===== src/rtl/mips32_prog_loader.sv =====
// mips32_prog_loader: byte-stream program loader for the MIPS32 1024 x 32 memory.
// Receives framed bytes over a valid/ready link, assembles big-endian words,
// issues one memory write per word and holds the CPU while a frame is in flight.
// Frame: MAGIC, count hi/lo, base hi/lo, count*4 data bytes (MSB first), checksum.
// The checksum is the XOR of every byte after MAGIC, up to but not including itself.
// Optional feature macro: LOADER_TIMEOUT_EN. When it is defined, a frame that
// stalls mid-way for TIMEOUT_CYC cycles is aborted with err set.
module mips32_prog_loader #(
  parameter int         ADDR_W      = 10,
  parameter logic [7:0] MAGIC       = 8'hA5,
  parameter int         TIMEOUT_CYC = 1000
) (
  input  logic              clk,
  input  logic              rst,
  input  logic              in_valid,
  input  logic [7:0]        in_data,
  output logic              in_ready,
  output logic              mem_we,
  output logic [ADDR_W-1:0] mem_addr,
  output logic [31:0]       mem_wdata,
  output logic              cpu_hold,
  output logic              done,
  output logic              err,
  output logic [15:0]       word_cnt
);

  typedef enum logic [2:0] {
    IDLE    = 3'd0,
    CNT_H   = 3'd1,
    CNT_L   = 3'd2,
    ADR_H   = 3'd3,
    ADR_L   = 3'd4,
    DATA    = 3'd5,
    CSUM    = 3'd6,
    DONE_ST = 3'd7
  } state_t;

  state_t            state_r;
  logic [15:0]       count_r;
  logic [7:0]        base_hi_r;
  logic [ADDR_W-1:0] base_r;
  logic [23:0]       word_r;     // first three bytes of the word being assembled
  logic [1:0]        byte_idx_r;
  logic [7:0]        csum_r;
  logic              accept_s;
  logic              timeout_s;

  // Running XOR checksum update.
  function automatic logic [7:0] csum_next(input logic [7:0] acc, input logic [7:0] b);
    return acc ^ b;
  endfunction

  assign accept_s = in_valid && in_ready;

`ifdef LOADER_TIMEOUT_EN
  localparam int IDLE_W = $clog2(TIMEOUT_CYC + 1);

  logic [IDLE_W-1:0] idle_cnt_r;

  // Abort request: this cycle is the TIMEOUT_CYC-th consecutive mid-frame cycle without a byte.
  always_comb begin
    timeout_s = 1'b0;
    if ((state_r != IDLE) && (state_r != DONE_ST) && !accept_s &&
        (idle_cnt_r == IDLE_W'(TIMEOUT_CYC - 1))) begin
      timeout_s = 1'b1;
    end else begin
      timeout_s = 1'b0;
    end
  end

  // Count mid-frame cycles without an accepted byte; cleared on any accept or abort.
  always_ff @(posedge clk) begin
    if (rst) begin
      idle_cnt_r <= '0;
    end else if ((state_r == IDLE) || (state_r == DONE_ST) || accept_s || timeout_s) begin
      idle_cnt_r <= '0;
    end else begin
      idle_cnt_r <= idle_cnt_r + IDLE_W'(1);
    end
  end
`else
  // Timeout compiled out: the comparison below is always false.
  assign timeout_s = (TIMEOUT_CYC < 0);
`endif

  // Frame FSM with all outputs registered.
  always_ff @(posedge clk) begin
    if (rst) begin
      state_r    <= IDLE;
      in_ready   <= 1'b1;
      mem_we     <= 1'b0;
      mem_addr   <= '0;
      mem_wdata  <= 32'h0000_0000;
      cpu_hold   <= 1'b0;
      done       <= 1'b0;
      err        <= 1'b0;
      word_cnt   <= 16'h0000;
      count_r    <= 16'h0000;
      base_hi_r  <= 8'h00;
      base_r     <= '0;
      word_r     <= 24'h00_0000;
      byte_idx_r <= 2'd0;
      csum_r     <= 8'h00;
    end else begin
      // Strobes default low; in_ready is only dropped for the single DONE_ST cycle.
      mem_we   <= 1'b0;
      done     <= 1'b0;
      in_ready <= 1'b1;
      if (timeout_s) begin
        // Stalled frame: drop any partial word, release the CPU and flag the error.
        err        <= 1'b1;
        cpu_hold   <= 1'b0;
        byte_idx_r <= 2'd0;
        state_r    <= IDLE;
      end else begin
        case (state_r)
          IDLE: begin
            if (accept_s && (in_data == MAGIC)) begin
              cpu_hold <= 1'b1;
              err      <= 1'b0;
              word_cnt <= 16'h0000;
              csum_r   <= 8'h00;
              state_r  <= CNT_H;
            end else begin
              state_r <= IDLE;
            end
          end
          CNT_H: begin
            if (accept_s) begin
              count_r[15:8] <= in_data;
              csum_r        <= csum_next(csum_r, in_data);
              state_r       <= CNT_L;
            end else begin
              state_r <= CNT_H;
            end
          end
          CNT_L: begin
            if (accept_s) begin
              count_r[7:0] <= in_data;
              csum_r       <= csum_next(csum_r, in_data);
              state_r      <= ADR_H;
            end else begin
              state_r <= CNT_L;
            end
          end
          ADR_H: begin
            if (accept_s) begin
              base_hi_r <= in_data;
              csum_r    <= csum_next(csum_r, in_data);
              state_r   <= ADR_L;
            end else begin
              state_r <= ADR_H;
            end
          end
          ADR_L: begin
            if (accept_s) begin
              // Base is truncated to the memory address width.
              base_r     <= ADDR_W'({base_hi_r, in_data});
              csum_r     <= csum_next(csum_r, in_data);
              byte_idx_r <= 2'd0;
              if (count_r == 16'h0000) begin
                state_r <= CSUM;
              end else begin
                state_r <= DATA;
              end
            end else begin
              state_r <= ADR_L;
            end
          end
          DATA: begin
            if (accept_s) begin
              csum_r     <= csum_next(csum_r, in_data);
              byte_idx_r <= byte_idx_r + 2'd1;
              if (byte_idx_r == 2'd3) begin
                // Fourth byte completes the word: write it the very next cycle.
                mem_we    <= 1'b1;
                mem_wdata <= {word_r, in_data};
                mem_addr  <= base_r + word_cnt[ADDR_W-1:0];
                word_cnt  <= word_cnt + 16'd1;
                if ((word_cnt + 16'd1) == count_r) begin
                  state_r <= CSUM;
                end else begin
                  state_r <= DATA;
                end
              end else begin
                word_r  <= {word_r[15:0], in_data};
                state_r <= DATA;
              end
            end else begin
              state_r <= DATA;
            end
          end
          CSUM: begin
            if (accept_s) begin
              // Words already written stay written whatever the checksum says.
              cpu_hold <= 1'b0;
              if (in_data == csum_r) begin
                done     <= 1'b1;
                in_ready <= 1'b0;
                state_r  <= DONE_ST;
              end else begin
                err     <= 1'b1;
                state_r <= IDLE;
              end
            end else begin
              state_r <= CSUM;
            end
          end
          DONE_ST: begin
            state_r <= IDLE;
          end
          default: begin
            state_r <= IDLE;
          end
        endcase
      end
    end
  end

endmodule


===== config.mk =====
export PLATFORM = sky130hd
export DESIGN_NAME = mips32_prog_loader
export DESIGN_NICKNAME = d
export VERILOG_FILES = /design/src/rtl/mips32_prog_loader.sv
export SDC_FILE = /design/constraint.sdc
export NUM_CORES = 1
export LEC_CHECK = 0
export ABC_AREA = 1
export BUFFER_PORTS_ARGS = -buffer_cell sky130_fd_sc_hd__buf_2
export CAP_MARGIN = 10
export CORE_MARGIN = 1.5
export CORE_UTILIZATION = 55
export DETAILED_ROUTE_END_ITERATION = 16
export PLACE_DENSITY = 0.79
export SLEW_MARGIN = 20
export SYNTH_ARGS = -nofsm -noshare
export SYNTH_HDL_FRONTEND = slang
export SYNTH_SLANG_ARGS = --single-unit

===== constraint.sdc =====
create_clock -name clk -period 5.5 [get_ports clk]
set_input_delay 1.1 -clock clk [delete_from_list [all_inputs] [get_ports clk]]
set_output_delay 1.1 -clock clk [all_outputs]
set_load 0.01 [all_outputs]

==> flow_summary.ini, run 1 <==
[synth]
ys_ff_latch = 128
yosys_warnings = 0
synth_cells = 813
netlist_top_cells_area = dfxtp_1 (43%), o21ai_0 (9.0%), nor2_1 (7.9%)
netlist_area_mm2 = 0.00590
ys_types = 43
synth_top_area_share_pct = 43.4
avgSynthCellArea_um2 = 7.26
yosys.area.top_type = dfxtp_1
synthArstFlopShare_pct = 0
ys_seq_area_share_pct = 43.4
synth_edf_count = 0
ys.flop_type = dfxtp_1
syn_nets = 836

[timing]
period_needed_ps = 2580
fmax_ghz = 0.387
worst_pin_slew_ps = 756
drv_slew = 0
fin_crit_sh_pct = 46.9
finalSetupTns_ps = 0
fin_skew_ps = 8.32
relSlewSlack_pct = 49.6
layout_setup_ws_ps = 2920
timing.hold.ws_ps = 451
rsz0062_at_grt = no
hold_viol = 0
final-setup-viol-count = 0

[pwr]
powerDensity_mw_per_mm2 = 300
ir_worst_vdd_v = 0.000209
p_total_w = 0.00206
leakage_nw = 3.11

[layout]
fin_util_pct = 66.4
antenna_cells = 0
area_growth_pct = 16.7
drive_gt1_share_pct = 14.9
final_common_cell = dfxtp_1
fin_nets = 896
nFillCells = 882
final_cell_mix = dfxtp_1 (128), nor2_1 (124), nand2_1 (112)

[run]
maxCapViolCount = 0

[grt]
grt_max_degree = 104
antenna_found_initial = 0
grt_usage_pct = 27.7
grt_pass1_vias = 5257
globalRouteOverflowTotal = 0
grt_pass1_wl_um = 24800

[worst_setup_path]
cpMaxStageDelayCell = dfxtp_1
critPathLaunchType = flop
crit_fanout = 8
cp-end-kind = flop
path_cells = ha_1 -> inv_1 -> fa_1 -> o21ai_0 -> nand4_1 -> o211ai_1 -> xnor2_1 -> nand2_1 -> o211ai_1 -> inv_1
crit_type = reg2reg
max_stage_delay_ps = 510
cp.required_ps = 5920
crit_buf_inv = 2
cp.arrival_ps = 3010
crit_family = compound AO/OA/AOI/OAI gates

[min_path]
min-delay-path-class = reg2reg

[die]
die_area_mm2 = 0.0114
start_util_pct = 56.9
core-area_mm2 = 0.0104
dieHeight_um = 107
io_pins = 74
row_count = 37
die_w_um = 107

[route]
remaining_drc_errors = 0
routedWlPerCell_um = 14.9
routed_via_density = 5.54
firstDrtPassIters = 5
via_count = 5664
drtIter0Drc = 421
ant_nets = 0
wirelength_um = 15300

[place]
finalWeightedCongestion = 0.891
place_ws_ps = 2450
hpwl_um = 10100
io_buffers = 73

[clock_network]
tritoncts = yes
ctsLongestPathBuffers = 2
root_buffer = clkbuf_8
clk_pin_slew_ps = 70
ctsResizeCount = 0
post_cts_buffers = 0
cts.sinks = 128
htreeDepth = 4
postCtsHoldBufs = 0
cts_buffers = 17
clk_latency_ps = 530

[status]
outcome = finished, final reports clean
==> sequential cells by signal, indices dropped and copies added (netlist names), 2 cells and up <==
signal,flops
base_hi_r,2
base_r,10
byte_idx_r,2
count_r,16
csum_r,8
mem_addr,10
mem_wdata,32
state_r,3
word_cnt,16
word_r,24
==> logic make-up (layout without fill, tap and decap cells) <==
family | Yosys count | count (layout) | share of synthesized area, %
flops | 128 | 128 | 43.4
fa+ha+maj | 12 | 12 | 2.67
simple gates | 326 | 326 | 24.2
compound gates | 203 | 203 | 18.4
buf+inv | 125 | 198 | 8.25
xor+xnor | 19 | 19 | 3.05
==> layout make-up <==
type                       count  area, µm²  area share, %
clock buffer                  18        428           6.21
clock inverter                14        148           2.14
inverter                      90        340           4.94
multi-input combinational    560       2850           41.4
sequential                   128       2560           37.2
tap                          136        170           2.47
timing repair buffer          76        388           5.63
==> layer usage <==
metal / track usage, % / up-vias / part of all wire [%]
met3: 5.15 / 39 / 6.5
met5: 0 / - / 0
met2: 45.1 / 217 / 47
met1: 35.7 / 2606 / 43
met4: 12.7 / 0 / 3.0
li1: - / 2802 / -
==> final timing paths <==
path | startpoint | endpoint | slack, ps | depth (start not counted)
min reg2reg | base_r[0]$_SDFFE_PP0P_ | base_r[0]$_SDFFE_PP0P_ | 450 | 2
max | word_cnt[0]$_SDFFE_PP0P_ | mem_addr[8]$_SDFFE_PP0P_ | 2920 | 10
min | base_r[0]$_SDFFE_PP0P_ | base_r[0]$_SDFFE_PP0P_ | 450 | 2
max reg2reg | word_cnt[0]$_SDFFE_PP0P_ | mem_addr[8]$_SDFFE_PP0P_ | 2920 | 10
==> metrics by stage <==
stage	instances	cell area [µm²]
floorplan	813	5900
CTS	1022	6890
detailed placement	990	6310
global placement	990	6310
global route	1022	6890
finish	1022	6890
==> report_power, final <==
group          switching [W]  internal, W
Clock               0.000461     0.000625
Combinational      0.0000366    0.0000119
Sequential       0.000000688     0.000928
==> synth_stat cells, types with 2 or more instances <==
library cell and instances:
inv_1 86, clkbuf_1 22, nand4_1 15, xor2_1 10, nor2_4 2, dfxtp_1 128
nand2_1 112, nand3_1 51, o211a_1 4, o21ai_2 3, nor2_1 124, ha_1 11
xnor2_1 8, inv_2 3, nor2_2 7, nor4_1 2, a21oi_1 77, o21ai_0 106
o211ai_1 3, nor3_1 6, buf_2 11
==> worst register-to-register path, delay by kind of cell, from the launching register on <==
kind	cells	cell delay, ps
AO/OA/AOI/OAI	3	680
flip-flops	1	510
AND/OR/NAND/NOR	2	270
buffers and inverters	2	160
XOR/XNOR	1	190
adder cells (fa/ha/maj)	2	670
Note: power is estimated with default switching activity, not from simulation.
==> run 2: changes to the inputs <==
Clock period 5.5 ns to 2.6 ns, I/O delays scaled along.
==> flow_summary.ini, run 2 (synthesis results as in run 1) <==
[grt]
busiest_layer = met2
grt_use_met1_pct = 35.1
grt_pass1_wl_um = 24000
use_met2_pct = 42.6
met3_usage_pct = 5.52
globalRouteOverflowTotal = 0
grt_usage_pct = 26.6
grt_max_degree = 70
antenna_found_initial = 0
grt_pass1_vias = 5174

[clock_network]
clk_pin_slew_ps = 60
htreeDepth = 4
tritoncts = yes
postCtsHoldBufs = 0
root_buffer = clkbuf_8
cts.sinks = 128
ctsLongestPathBuffers = 2
cts_buffers = 17
post_cts_buffers = 0
ctsResizeCount = 0
clk_latency_ps = 520

[layout]
antenna_cells = 0
drive_gt1_share_pct = 15.6
regMostFlops = mem_wdata
multiInputGateArea_mm2 = 0.00285
final_common_cell = dfxtp_1
final_cell_mix = dfxtp_1 (128), nor2_1 (124), nand2_1 (112)
seq_area_mm2 = 0.00256
nFillCells = 887
reg_top3 = mem_wdata x32, word_r x24
area_growth_pct = 17.8
fin_nets = 905
largest_reg_flops = 32
fin_util_pct = 67.0

[die]
io_pins = 74
die_w_um = 107
dieHeight_um = 107
start_util_pct = 56.9
row_count = 37
die_area_mm2 = 0.0114
core-area_mm2 = 0.0104

[timing]
worst_pin_slew_ps = 743
timing.hold.ws_ps = 362
layout_setup_ws_ps = 311
relSlewSlack_pct = 50.5
drv_slew = 0
period_needed_ps = 2290
rsz0062_at_grt = no
hold_viol = 0
final-setup-viol-count = 0
fmax_ghz = 0.437
fin_crit_sh_pct = 88.0
finalSetupTns_ps = 0
fin_skew_ps = 7.24

[worst_setup_path]
cp.required_ps = 3010
reg2reg_depth = 9
crit_type = reg2reg
crit_fanout = 9
cp-end-kind = flop
critPathLaunchType = flop
cp.arrival_ps = 2700

[pwr]
powerDensity_mw_per_mm2 = 620
ir_worst_vdd_v = 0.000415
leakage_nw = 3.15
p_total_w = 0.00431

[run]
maxCapViolCount = 0

[place]
place_ws_ps = 341
finalWeightedCongestion = 0.911
hpwl_um = 10100
io_buffers = 73

[route]
via_count = 5679
remaining_drc_errors = 0
firstDrtPassIters = 5
wirelength_um = 14500
routedWlPerCell_um = 14.1
routed_via_density = 5.51
ant_nets = 0
drtIter0Drc = 437

[min_path]
min-delay-path-class = in2reg
hold_depth = 3

[status]
outcome = finished, final reports clean
run 2: changes by cell type in the layout (fill, tap and decap cells not counted), sizes merged:
cell / change
buf: +9
inv: -2
clkbuf: +1
clkinv: +1
run 2: metal layers:
layer  vias up  share of wire, %
met4         0               1.7
met1      2636                44
met5         -                 0
met3        26               6.9
met2       190                47
li1       2827                 -
run 2: layout make-up:
type | instances | share of cell area (%)
Sequential cell | 128 | 36.9
Inverter | 90 | 4.86
Timing Repair Buffer | 85 | 6.73
Clock inverter | 13 | 1.87
Multi-Input combinational cell | 560 | 41.0
Clock buffer | 19 | 6.21
Tap cell | 136 | 2.45
run 2: worst paths after layout:
path                                                from                  endpoint  slack (ps)
worst max register to register  word_cnt[1]$_SDFFE_PP0P_  mem_addr[8]$_SDFFE_PP0P_         310
worst max-delay path            word_cnt[1]$_SDFFE_PP0P_  mem_addr[8]$_SDFFE_PP0P_         310
worst min register to register    base_r[2]$_SDFFE_PP0P_    base_r[2]$_SDFFE_PP0P_         450
worst min-delay path                          in_data[6]    word_r[6]$_SDFFE_PP0P_         360
run 2: stage by stage:
stage | cell area [µm²] | cells
5_1_grt | 6950 | 1031
2_1_floorplan | 5900 | 813
3_3_place_gp | 6390 | 999
3_5_place_dp | 6390 | 999
4_1_cts | 6950 | 1031
6_report | 6950 | 1031
run 2: report_power, final:
part / total, W / switching, W / internal, W / leakage, nW
registers: 0.00196 / 0.00000143 / 0.00196 / 1.03
logic: 0.000109 / 0.0000784 / 0.0000309 / 1.85
clock network: 0.00223 / 0.000922 / 0.00131 / 0.267
total: 0.00431 / 0.00100 / 0.00331 / 3.15
run 2: critical path, cell delays in order, from the launching register on:
cell and delay, ps:
dfxtp_1 520, inv_1 120, fa_1 470, o21ai_0 400, nand4_1 140, o211ai_1 130, xnor2_1 170, nand2_1 70
o211ai_1 100, inv_1 50
==> run 3: changes to the inputs <==
Settings changed: REMOVE_ABC_BUFFERS from default to 1.
==> flow_summary.ini, run 3 (synthesis results as in run 1) <==
[worst_setup_path]
cpMaxStageDelayCell = dfxtp_1
crit_start = word_cnt[1]$_SDFFE_PP0P_
crit_fanout = 9
path_cells = ha_1 -> nand2_1 -> nor2_4 -> nand3_1 -> nand3_1 -> nand2_1 -> nor2_1 -> nand3_1 -> nor2_1 -> nand2_1 -> nand2_1 -> a21oi_1
cp-end-kind = flop
crit_type = reg2reg
cp.arrival_ps = 2630
r2r_start = word_cnt[1]$_SDFFE_PP0P_
critPathLaunchType = flop
critPathMostFrequentCell = nand2_1
ff2ff_setup_slack_ps = 380
max_stage_delay_ps = 500
cp.required_ps = 3010

[place]
hpwl_um = 10100
finalWeightedCongestion = 0.902
io_buffers = 73
placed_area_mm2 = 0.00637

[grt]
globalRouteOverflowTotal = 0
grt_max_degree = 79
grt_usage_pct = 27.2
grt_pass1_vias = 5135
grt_pass1_wl_um = 24100
antenna_found_initial = 0

[route]
via_count = 5611
remaining_drc_errors = 0
ant_nets = 0
firstDrtPassIters = 5
routedWlPerCell_um = 14.5
drtIter0Drc = 384
routed_via_density = 5.45
wirelength_um = 14900

[layout]
final_cell_mix = dfxtp_1 (128), nor2_1 (124), nand2_1 (112)
drive_gt1_share_pct = 15.6
fin_util_pct = 67.1
antenna_cells = 0
regMostFlops = mem_wdata
fin_nets = 903
area_growth_pct = 17.9
design_area_mm2 = 0.00696
largest_reg_flops = 32
reg_top3 = mem_wdata x32, word_r x24
final_common_cell = dfxtp_1

[run]
maxCapViolCount = 0

[clock_network]
clk_latency_ps = 530
cts_buffers = 17
cts.sinks = 128
root_buffer = clkbuf_8
ctsLongestPathBuffers = 2
ctsResizeCount = 0
clk_pin_slew_ps = 60
htreeDepth = 4
tritoncts = yes
post_cts_buffers = 0
postCtsHoldBufs = 0

[timing]
final-setup-viol-count = 0
finalSetupTns_ps = 0
hold_viol = 0
rsz0062_at_grt = no
fin_skew_ps = 6.81
worst_pin_slew_ps = 747
relSlewSlack_pct = 50.2
fin_crit_sh_pct = 85.2
fmax_ghz = 0.451
drv_slew = 0
period_needed_ps = 2220

[pwr]
ir_worst_vdd_v = 0.000555
p_int_w = 0.00339
powerDensity_mw_per_mm2 = 633
leakage_nw = 3.16
p_switching_w = 0.00101
comb_power_share_pct = 2.5
p_total_w = 0.00441
seq_power_share_pct = 44.6
p_clk_share_pct = 52.9
switching_share_pct = 23.0

[min_path]
min-delay-path-class = in2reg
holdCritStartpoint = in_data[5]

[die]
die_area_mm2 = 0.0114
die_w_um = 107
io_pins = 74
dieHeight_um = 107
start_util_pct = 56.9
core-area_mm2 = 0.0104
row_count = 37

[status]
outcome = finished, final reports clean
## run 3: layout make-up
type / instances / area (µm²)
repair buffers: 83 / 453
fillers: 883 / 3410
clock inverters: 14 / 155
multi-input cells: 560 / 2850
inverters: 90 / 338
well taps: 136 / 170
clock buffers: 18 / 428
flip-flops and latches: 128 / 2560
## run 3: path summary, 6_finish.rpt
check                      endpoint  depth (start not counted)
max           state_r[0]$_SDFF_PP0_                         12
min          word_r[5]$_SDFFE_PP0P_                          3
max reg2reg   state_r[0]$_SDFF_PP0_                         12
min reg2reg        err$_SDFFE_PP0P_                          2
## run 3: through the flow
stage	cells	hold WS, ps	worst slack, ps
6_report	1029	377	384
5_1_grt	1029	358	206
4_1_cts	1029	348	403
3_5_place_dp	997	446	422
3_3_place_gp	997	437	490
2_1_floorplan	778	429	70.7
## run 3: worst max-delay path, delay by kind of cell, from the launching register on
kind / cells / cell delay, ps
DFF: 1 / 500
adders and majority gates: 1 / 280
and+or+nand+nor: 10 / 1250
AOI/OAI and AO/OA: 1 / 80
## run 3: power by group through the flow
stage / clock (W) / combinational [W] / sequential, W
2_1_floorplan: 0 / 0.0000551 / 0.00201
3_3_place_gp: 0 / 0.000104 / 0.00201
3_5_place_dp: 0 / 0.000105 / 0.00201
4_1_cts: 0.00235 / 0.000107 / 0.00196
5_1_grt: 0.00243 / 0.000119 / 0.00196
6_report: 0.00233 / 0.000110 / 0.00197
## run 3: routing by layer
| layer | global-route usage, % | part of all wire (%) | vias to the layer above |
|---|---|---|---|
| li1 | - | - | 2802 |
| met5 | 0 | 0 | - |
| met1 | 32.8 | 43 | 2584 |
| met4 | 11.9 | 1.9 | 0 |
| met2 | 45.5 | 48 | 202 |
| met3 | 7.05 | 6.8 | 23 |
